[src/rtl/ram_burst_reader.sv]
// Burst read initiator: walks a combinational RAM read port over consecutive addresses
// and presents the words as a valid/ready stream, one word per cycle when unstalled.
module ram_burst_reader #(
  parameter int unsigned ADDR_WIDTH = 6,
  parameter int unsigned DATA_WIDTH = 32,
  parameter int unsigned LEN_WIDTH  = ADDR_WIDTH + 1
) (
  input  logic                  clk_i,
  input  logic                  rst_i,
  input  logic                  start_i,
  input  logic [ADDR_WIDTH-1:0] base_addr_i,
  input  logic [LEN_WIDTH-1:0]  length_i,
  input  logic                  abort_i,
  output logic [ADDR_WIDTH-1:0] r_addr_o,
  input  logic [DATA_WIDTH-1:0] ram_data_i,
  output logic [DATA_WIDTH-1:0] data_o,
  output logic                  valid_o,
  input  logic                  ready_i,
  output logic                  busy_o,
  output logic                  done_o
);

  typedef enum logic [1:0] {StIdle, StRead, StDrain, StDone} state_e;

  state_e                state_q, state_d;
  logic [ADDR_WIDTH-1:0] addr_q, addr_d;
  logic [DATA_WIDTH-1:0] data_q, data_d;
  logic                  valid_q, valid_d;
  logic [LEN_WIDTH-1:0]  len_q, len_d;
  logic [LEN_WIDTH-1:0]  issue_q, issue_d;

  always_ff @(posedge clk_i or posedge rst_i) begin
    if (rst_i) begin
      state_q <= StIdle;
      addr_q  <= '0;
      data_q  <= '0;
      valid_q <= 1'b0;
      len_q   <= '0;
      issue_q <= '0;
    end else begin
      state_q <= state_d;
      addr_q  <= addr_d;
      data_q  <= data_d;
      valid_q <= valid_d;
      len_q   <= len_d;
      issue_q <= issue_d;
    end
  end

  always_comb begin
    state_d = state_q;
    addr_d  = addr_q;
    data_d  = data_q;
    valid_d = valid_q;
    len_d   = len_q;
    issue_d = issue_q;

    unique case (state_q)
      StIdle, StDone: begin
        valid_d = 1'b0;
        state_d = StIdle;
        if (start_i) begin
          addr_d  = base_addr_i;
          len_d   = length_i;
          issue_d = '0;
          state_d = StRead;
        end
      end
      StRead: begin
        // A zero-length burst spends one busy cycle here without reading.
        if (issue_q == len_q) begin
          state_d = StDone;
        end else if (!valid_q || ready_i) begin
          data_d  = ram_data_i;
          valid_d = 1'b1;
          addr_d  = addr_q + 1'b1;
          issue_d = issue_q + 1'b1;
          if ((issue_q + 1'b1) == len_q) begin
            state_d = StDrain;
          end
        end
      end
      StDrain: begin
        if (ready_i) begin
          valid_d = 1'b0;
          state_d = StDone;
        end
      end
      default: state_d = StIdle;
    endcase

    if (abort_i && (state_q == StRead || state_q == StDrain)) begin
      state_d = StIdle;
      valid_d = 1'b0;
    end
  end

  assign r_addr_o = addr_q;
  assign data_o   = data_q;
  assign valid_o  = valid_q;
  assign busy_o   = (state_q == StRead) || (state_q == StDrain);
  assign done_o   = (state_q == StDone);

endmodule
[config.mk]
export PLATFORM = sky130hd
export DESIGN_NAME = ram_burst_reader
export DESIGN_NICKNAME = d
export VERILOG_FILES = /design/src/rtl/ram_burst_reader.sv
export SDC_FILE = /design/constraint.sdc
export NUM_CORES = 1
export LEC_CHECK = 0
export ABC_AREA = 1
export CELL_PAD_IN_SITES_DETAIL_PLACEMENT = 0
export CELL_PAD_IN_SITES_GLOBAL_PLACEMENT = 1
export CORE_UTILIZATION = 33
export CTS_CLUSTER_DIAMETER = 60
export CTS_CLUSTER_SIZE = 20
export DETAILED_ROUTE_END_ITERATION = 6
export GPL_ROUTABILITY_DRIVEN = 0
export HOLD_SLACK_MARGIN = 0.05
export PLACE_DENSITY = 0.8
export SYNTH_ARGS = -nofsm -noshare
export SYNTH_HDL_FRONTEND = slang
export SYNTH_SLANG_ARGS = --single-unit
[constraint.sdc]
create_clock -name clk_i -period 2.1 [get_ports clk_i]
set_clock_uncertainty 0.2 [all_clocks]
set_input_delay 0.21 -clock clk_i [delete_from_list [all_inputs] [get_ports clk_i]]
set_output_delay 0.21 -clock clk_i [all_outputs]
set_load 0.01 [all_outputs]
## Word-level counts from Yosys, hierarchy flattened

Index checks and enable logic that the tools add are counted.

| word-level totals | value |
|---|---|
| flip-flop bits (word level) | 55 |
| word-level logic and storage cells | 54 |
| input bits | 50 |

| cells by class | value |
|---|---|
| $add $sub $neg | 2 |
| reductions and logical operators | 12 |
| equality and inequality tests | 13 |
| mux-type cells | 20 |
| bitwise operators | 1 |

Operator list:

| operator | count |
|---|---|
| $mux 7 | 3 |
| $mux 6 | 3 |
| $eq 7x7->1 | 2 |
| $pmux 7 s2 | 1 |
| $pmux 6 s2 | 1 |
| $mux 2 | 5 |
| $ne 3x2->1 const B | 3 |
| $reduce_and 3->1 | 3 |
| $ne 4x3->1 const B | 2 |
| $add 7x1->7 const B | 1 |
| $add 6x1->6 const B | 1 |
| $ne 2x2->1 const B | 3 |
| $pmux 2 s3 | 1 |
| $mux 1 | 5 |
| $eq 2x2->1 const B | 2 |
| $reduce_and 4->1 | 1 |
| $pmux 1 s3 | 1 |
| $eq 2x1->1 const B | 1 |
| $logic_not 2->1 | 1 |
| $logic_or 1x1->1 | 2 |
| $reduce_and 2->1 | 1 |
| $reduce_bool 2->1 | 1 |
| $reduce_or 2->1 | 1 |
| $logic_and 1x1->1 | 1 |
| other kinds (2) | 2 |

## Longest topological paths before layout

Gate-level depths: netlist of run 1.

| depth | value |
|---|---|
| depth after elaboration | 7 |
| gate-level depth with buffers | 12 |

## Least setup slack after synthesis of run 1

No wires, ideal clock.

| path | value |
|---|---|
| kind | register to register |
| start | register state_q[1] |
| end | register issue_q[4] |
| path buffers | 2 |
| stages on the path, launching flop included | 9 |
| period minus slack after synthesis | 1.856 ns |
| data arrival time | 1.527 ns |
| path slack | 0.244 ns |
| setup time | 0.128 ns |
| cell sequence | dfrtp_1 > inv_1 > ha_1 > buf_4 > inv_2 > o21ai_1 > a21boi_4 > buf_8 > o22ai_2 |

| on the way | value |
|---|---|
| word-level cells in the longest chain between the ends | 4 |
| elaborated cells on any way between the ends | 10 |
| classes of those cells | eq/ne: 5; mux: 1; reduce/logical: 4 |

Ends and longest elaborated chain:

| item | line | RTL |
|---|---|---|
| start, declared | 25 | `state_e state_q, state_d;` |
| start signal, assigned | 34 | `state_q <= StIdle;` |
| start signal, assigned | 41 | `state_q <= state_d;` |
| $eq 2x2->1 or $logic_not 2->1 (tied branches) | 58 | `unique case (state_q)` |
| $reduce_or 2->1 | 58 |  |
| $ne 2x2->1 (no line) or $reduce_bool 2->1 (tied branches) | - |  |
| $reduce_and 4->1 (no line) | - |  |
| end signal, assigned | 46 | `issue_q <= issue_d;` |
| end, declared | 30 | `logic [LEN_WIDTH-1:0] issue_q, issue_d;` |

Parallel ways exist; a longest one is shown, timed or not.
A chain may end at the register's enable or synchronous reset.

## Final worst setup path of run 1

| path | value |
|---|---|
| start | register issue_q[1] |
| end | register addr_q[4] (netlist: r_addr_o[4]) |

| on the way | value |
|---|---|
| word-level cells in the longest chain between the ends | 3 |

Ends and longest elaborated chain:

| item | line | RTL |
|---|---|---|
| $eq 7x7->1 | 71 | `if (issue_q == len_q) begin` |
| $ne 2x2->1 (no line) | - |  |
| $reduce_and 4->1 (no line) | - |  |
| end signal, assigned | 42 | `addr_q <= addr_d;` |
| end, declared | 26 | `logic [ADDR_WIDTH-1:0] addr_q, addr_d;` |

Every way passes these cells.

==> results of run 1 <==
## cells by family (layout without fill, tap and decap cells)
kind of cell / Yosys count / count (layout) / share of synthesized area [%]
compound gates: 60 / 60 / 12.9
flops: 55 / 55 / 48.6
mux: 1 / 1 / 0.397
fa+ha+maj: 5 / 5 / 2.21
buf+inv: 40 / 142 / 6.36
xor+xnor: 6 / 6 / 1.86
simple gates: 183 / 184 / 27.7
## state kept, by name, indices dropped and copies added, names as in the netlist
signal	cells
state_q	2
valid_o	1
issue_q	7
len_q	7
data_o	32
r_addr_o	6
## path summary, 6_finish.rpt
check	startpoint	end	slack, ps	cells past startpoint
setup / recovery	issue_q[1]	r_addr_o[4]	160	10
hold / removal	ram_data_i[10]	data_o[10]	230	3
setup reg to reg	issue_q[1]	r_addr_o[4]	160	10
hold reg to reg	data_o[6]	data_o[6]	310	2
max in group asynchronous	rst_i	data_o[6]	580	4
min in group asynchronous	rst_i	data_o[27]	580	3
## cell type report
| cell class | instances | area (µm²) |
|---|---|---|
| multi-input combinational | 256 | 1300 |
| inverter | 27 | 101 |
| fill | 824 | 4190 |
| sequential | 55 | 1380 |
| timing repair buffer | 107 | 1050 |
| tap | 105 | 131 |
| clock inverter | 2 | 35.0 |
| clock buffer | 6 | 82.6 |
## worst max-delay path, stage by stage, from the launching register on
cell and delay [ps]:
dfrtp_1 430, buf_4 150, xor2_1 170, nor2_2 80, nand2_4 90, nand2_8 80
buf_4 170, a21boi_4 200, buf_4 200, nand2_2 50, o21ai_2 50
## layout by cell type, fill, tap and decap left out, types with 5 or more instances in the layout
cell type,n
a21oi_1,7
buf_4,15
clkbuf_8,6
clkdlybuf4s50_1,89
dfrtp_1,54
o21ai_0,39
inv_2,7
nand2_2,8
nand3_1,13
xor2_1,5
nand2_1,136
nor2_1,17
inv_1,20
## routing by layer
layer / track usage, % / vias to the layer above / wire length [µm] / part of all wire, %
met5: 0 / - / 0 / 0
met4: 3.41 / 0 / 56 / 0.76
met3: 4.75 / 5 / 443 / 6.0
met2: 28.5 / 64 / 3480 / 47
met1: 21.7 / 1187 / 3360 / 46
li1: - / 1305 / - / -
## power breakdown
group,internal (mW),switching [mW],total [mW]
Sequential,1.53,0.295,1.83
Clock,0.387,0.355,0.742
Combinational,1.43,1.63,3.06
Total,3.35,2.28,5.63
## synth_stat cells (all sizes together)
library cell,number
a21boi,1
a21oi,8
buf,8
clkbuf,5
dfrtp,55
ha,5
inv,27
mux2,1
nand2,147
nand3,14
nor2,21
o21ai,46
o21bai,1
o22ai,4
or2,1
xnor2,1
xor2,5
## stage by stage
| step | instance area [µm²] | util, % | std cells | hold slack, ps |
|---|---|---|---|---|
| floorplan | 2830 | - | 350 | 127 |
| global placement | 3880 | 47.0 | 543 | 281 |
| detailed placement | 3880 | 47.0 | 543 | 289 |
| CTS | 4020 | 48.7 | 554 | 224 |
| global route | 4070 | 49.3 | 558 | 232 |
| finish | 4070 | 49.3 | 558 | 229 |
## repair_timing
item,in CTS,in global routing
cloned,0,1
endpoints found under the setup margin,1,9
gates resized for setup,0,5
setup buffers,2,3
hold buffers,1,0
endpoints found under the hold margin,16,0
pin swaps,0,2
==> impl_metrics.ini, run 1 <==
[logic_synthesis]
synth_cell_types = 29
syn-instance-count = 350
synthesis.area_um2 = 2830
ys_top_cells_by_area = dfrtp_1, nand2_1, o21ai_0, inv_1, nor2_1
seq_area_frac_synth_pct = 48.6
ys_warn_count = 0
syn_area_per_cell_um2 = 8.09
yosysTopAreaCell = dfrtp_1
syn_nets = 405
ys_seq_elements = 55
netlist.area_leader.share_pct = 48.6

[die]
core_area_um2 = 8260
start_util_pct = 34.3
die_w_um = 94.7
die_h_um = 94.7
die-area_um2 = 8960
rows = 33
num_io_pins = 91

[timing]
slew_headroom_pct = 70.4
min_period_ps = 1940
worst_pin_slew_ps = 443
period_share_pct = 92.5
fmax_mhz = 515
drv_slew = 0
rsz0062_at_grt = yes
fin_setup_tns_ps = 0
fin_ws_ps = 157
hold_viol = 0
setup_viol = 0

[clocking]
clkSinkCount = 55
cts_root_buf = clkbuf_8
clk_latency_ps = 310
cts_tree = built
htree_levels = 2
path_clk_slew_ps = 100
clockBufferDepth = 2
numCtsBuffers = 5

[critical_path]
worst-path-max-fanout = 9
timing.critical_path.to_type = flip-flop
crit_arrival_ps = 1990
cp_data_required_time_ps = 2140
critPathLaunchType = flip-flop
path_class = reg -> reg

[place]
dp_slack_ps = 2.70
place.port_buffers = 90
dp_hpwl_um = 5300

[pwr]
ir_worst_vdd_uv = 572
p_leak_nw = 1.96
powerDensity_nw_per_um2 = 1380
total_power_mw = 5.63

[route]
initialDrtViolationCount = 84
drc = 0
viasPerCell = 4.59
wire_per_inst_um = 13.2
antenna_left = 0
dr.pass1.iters = 4
vias = 2561
drt-total-wl_um = 7340

[worst_hold_path]
hold_path_class = in -> reg

[global_route]
grt_pass1_wl_um = 11900
grt_pass1_vias = 2554
antenna_found_initial = 0
track_usage_pct = 16.9
grt-ovfl-total = 0
grt_max_degree = 34

[finish]
final_nets = 507
areaGrowthSynthToFinish_pct = 43.7
diodes = 0
final_layout_size_suffix_gt1_share_pct = 13.9

[flow_run]
drv_cap = 0

[run_status]
outcome = finished clean
Power figures use the tool's default switching activity.
==> inputs of run 2 (changes only) <==
GPL_TIMING_DRIVEN = 0   (was unset)
clock period = 2 ns   (was 2.1 ns; I/O delays follow)
==> run 2 against run 1 <==
  * Via count increased by 1.2%
  * Total power increased by 11%
  * Flip-flop and latch count unchanged
  * Clock-buffer cell count unchanged
  * First-iteration DRC count unchanged
  * Clock power increased by 3.4%
  * Global-route usage increased by 0.25 points
  * Fmax decreased by 0.58%
  * Core utilization increased by 1.7 points
  * Largest power group unchanged
  * Worst setup slack got worse by 110 ps
  * Sequential share of layout area decreased by 1.1 points
==> impl_metrics.ini, run 2 (synthesis gave the netlist of run 1 again) <==
[run_status]
outcome = finished clean

[die]
die_h_um = 94.7
core_area_um2 = 8260
num_io_pins = 91
start_util_pct = 34.3
die_w_um = 94.7
die-area_um2 = 8960
rows = 33

[timing]
drv_slew = 0
rsz0062_at_grt = yes
setup_viol = 0
hold_viol = 0
period_share_pct = 97.7
fmax_mhz = 512
slew_headroom_pct = 73.8
min_period_ps = 1950
worst_pin_slew_ps = 392
fin_ws_ps = 45.8

[critical_path]
path_class = reg -> reg
crit_path_max_incr_delay_ps = 450
crit_arrival_ps = 1970
timing.critical_path.to_type = flip-flop
r2r_end = state_q[1]
critPathLaunchType = flip-flop
worst-path-max-fanout = 4
reg2reg_from = issue_q[0]
cp_common_cell = nand2_1
cp_data_required_time_ps = 2010
path_cells = ha_4 -> inv_4 -> nand2_2 -> nand2_1 -> nor2_1 -> nand2_1 -> nor2_1 -> nand3_1 -> o21bai_2 -> nand2_1 -> nand2_1 -> nand2_1
r2r_slack_ps = 50
ff2ff_path_depth = 12
critPathSlowestCell = dfrtp_2

[clocking]
path_clk_slew_ps = 100
clockBufferDepth = 2
clk_latency_ps = 310
htree_levels = 2
cts_root_buf = clkbuf_8
clkSinkCount = 55
numCtsBuffers = 5
cts_tree = built

[global_route]
grt_pass1_vias = 2530
track_usage_pct = 17.2
globalRouteMet3Util_pct = 6.44
grt.met1_usage_pct = 21.0
antenna_found_initial = 0
grt_pass1_wl_um = 11900
busiest_layer = met2
grt_max_degree = 40
grtUsageMet2_pct = 28.7
grt-ovfl-total = 0

[route]
drt-total-wl_um = 7220
antenna_left = 0
drc = 0
wire_per_inst_um = 12.7
vias = 2593
dr.pass1.iters = 4
viasPerCell = 4.56
initialDrtViolationCount = 84

[finish]
final_nets = 518
diodes = 0
fillCellCount = 815
stdcell_area_um2 = 4210
final_layout_size_suffix_gt1_share_pct = 16.4
most-common-layout-cells = nand2_1, clkdlybuf4s50_1, dfrtp_1, o21ai_0, inv_1
final_core_util_pct = 51.0
largest_reg_flops = 32
mostFrequentLayoutCell = nand2_1
areaGrowthSynthToFinish_pct = 48.7

[place]
dp_hpwl_um = 5210
dpl_cell_area_um2 = 3880
dp_slack_ps = -99.8
place.port_buffers = 90

[pwr]
ir_worst_vdd_uv = 573
powerDensity_nw_per_um2 = 1490
switching_share_pct = 40.0
power_frac_comb_pct = 56.9
intPower_mw = 3.75
p_leak_nw = 2.03
power_frac_clock_pct = 12.3
seqPwrFrac_pct = 30.8
switchingPower_mw = 2.50

[worst_hold_path]
hold_path_class = in -> reg
hold_path_depth = 3
hold_start = ram_data_i[0]
hold_path_end = data_o[0]

[flow_run]
drv_cap = 0
-- run 2: worst max path at each step --
| stage | startpoint | to | cells after the start |
|---|---|---|---|
| after global routing | issue_q[0] | state_q[1] | 12 |
| after global placement | rst_i | issue_q[2] | 2 |
| final | issue_q[0] | state_q[1] | 12 |
| after floorplan | state_q[1] | issue_q[4] | 8 |
| after detailed placement | ready_i | state_q[1] | 12 |
| after CTS | state_q[0] | len_q[0] | 6 |
-- run 2: power groups by stage --
| stage | Sequential [mW] | Clock [mW] | Combinational, mW |
|---|---|---|---|
| after floorplan | 2.07 | 0 | 1.65 |
| after global placement | 1.93 | 0 | 3.11 |
| after detailed placement | 1.93 | 0 | 3.15 |
| after CTS | 1.93 | 0.789 | 3.23 |
| after global routing | 1.99 | 0.835 | 3.97 |
| final | 1.93 | 0.767 | 3.56 |
-- run 2: routing by layer --
layer	routed length (µm)	share of wire [%]	vias up
met5	0	0	-
met4	50	0.69	0
met3	659	9.1	4
met2	3380	47	79
met1	3130	43	1185
li1	-	-	1325
-- run 2: timing repair --
item | 4_1_cts | 5_1_grt
hold buffers | 1 | 0
resized for setup | 7 | 17
setup buffers | 1 | 12
cloned | 0 | 1
hold endpoints to repair | 16 | 0
pin swaps | 0 | 11
endpoints found under the setup margin | 14 | 23
-- run 2: worst max-delay path, delay by kind of cell (launching register included) --
family                     cells  cell delay [ps]
AOI/OAI and AO/OA              1              210
adders and majority gates      1              280
buffers and inverters          1               30
DFF                            1              450
and+or+nand+nor                9              690
-- run 2: metrics by stage --
step | hold WS (ps) | total power, mW | TNS [ps] | std cells
2_1_floorplan | 117 | 3.72 | 0 | 350
3_3_place_gp | 278 | 5.05 | -49780 | 545
3_5_place_dp | 287 | 5.09 | -910 | 546
4_1_cts | 196 | 5.95 | -0.663 | 556
5_1_grt | 204 | 6.80 | -243 | 569
6_report | 204 | 6.25 | 0 | 569
-- run 2: area by class of cell --
class,count,area (µm²),area share (%)
inverters,27,106,2.53
repair buffers,106,1060,25.2
flip-flops and latches,55,1380,32.8
well taps,105,131,3.12
multi-input cells,255,1330,31.6
plain buffers,13,90.1,2.14
clock buffers,6,72.6,1.72
clock inverters,2,38.8,0.921
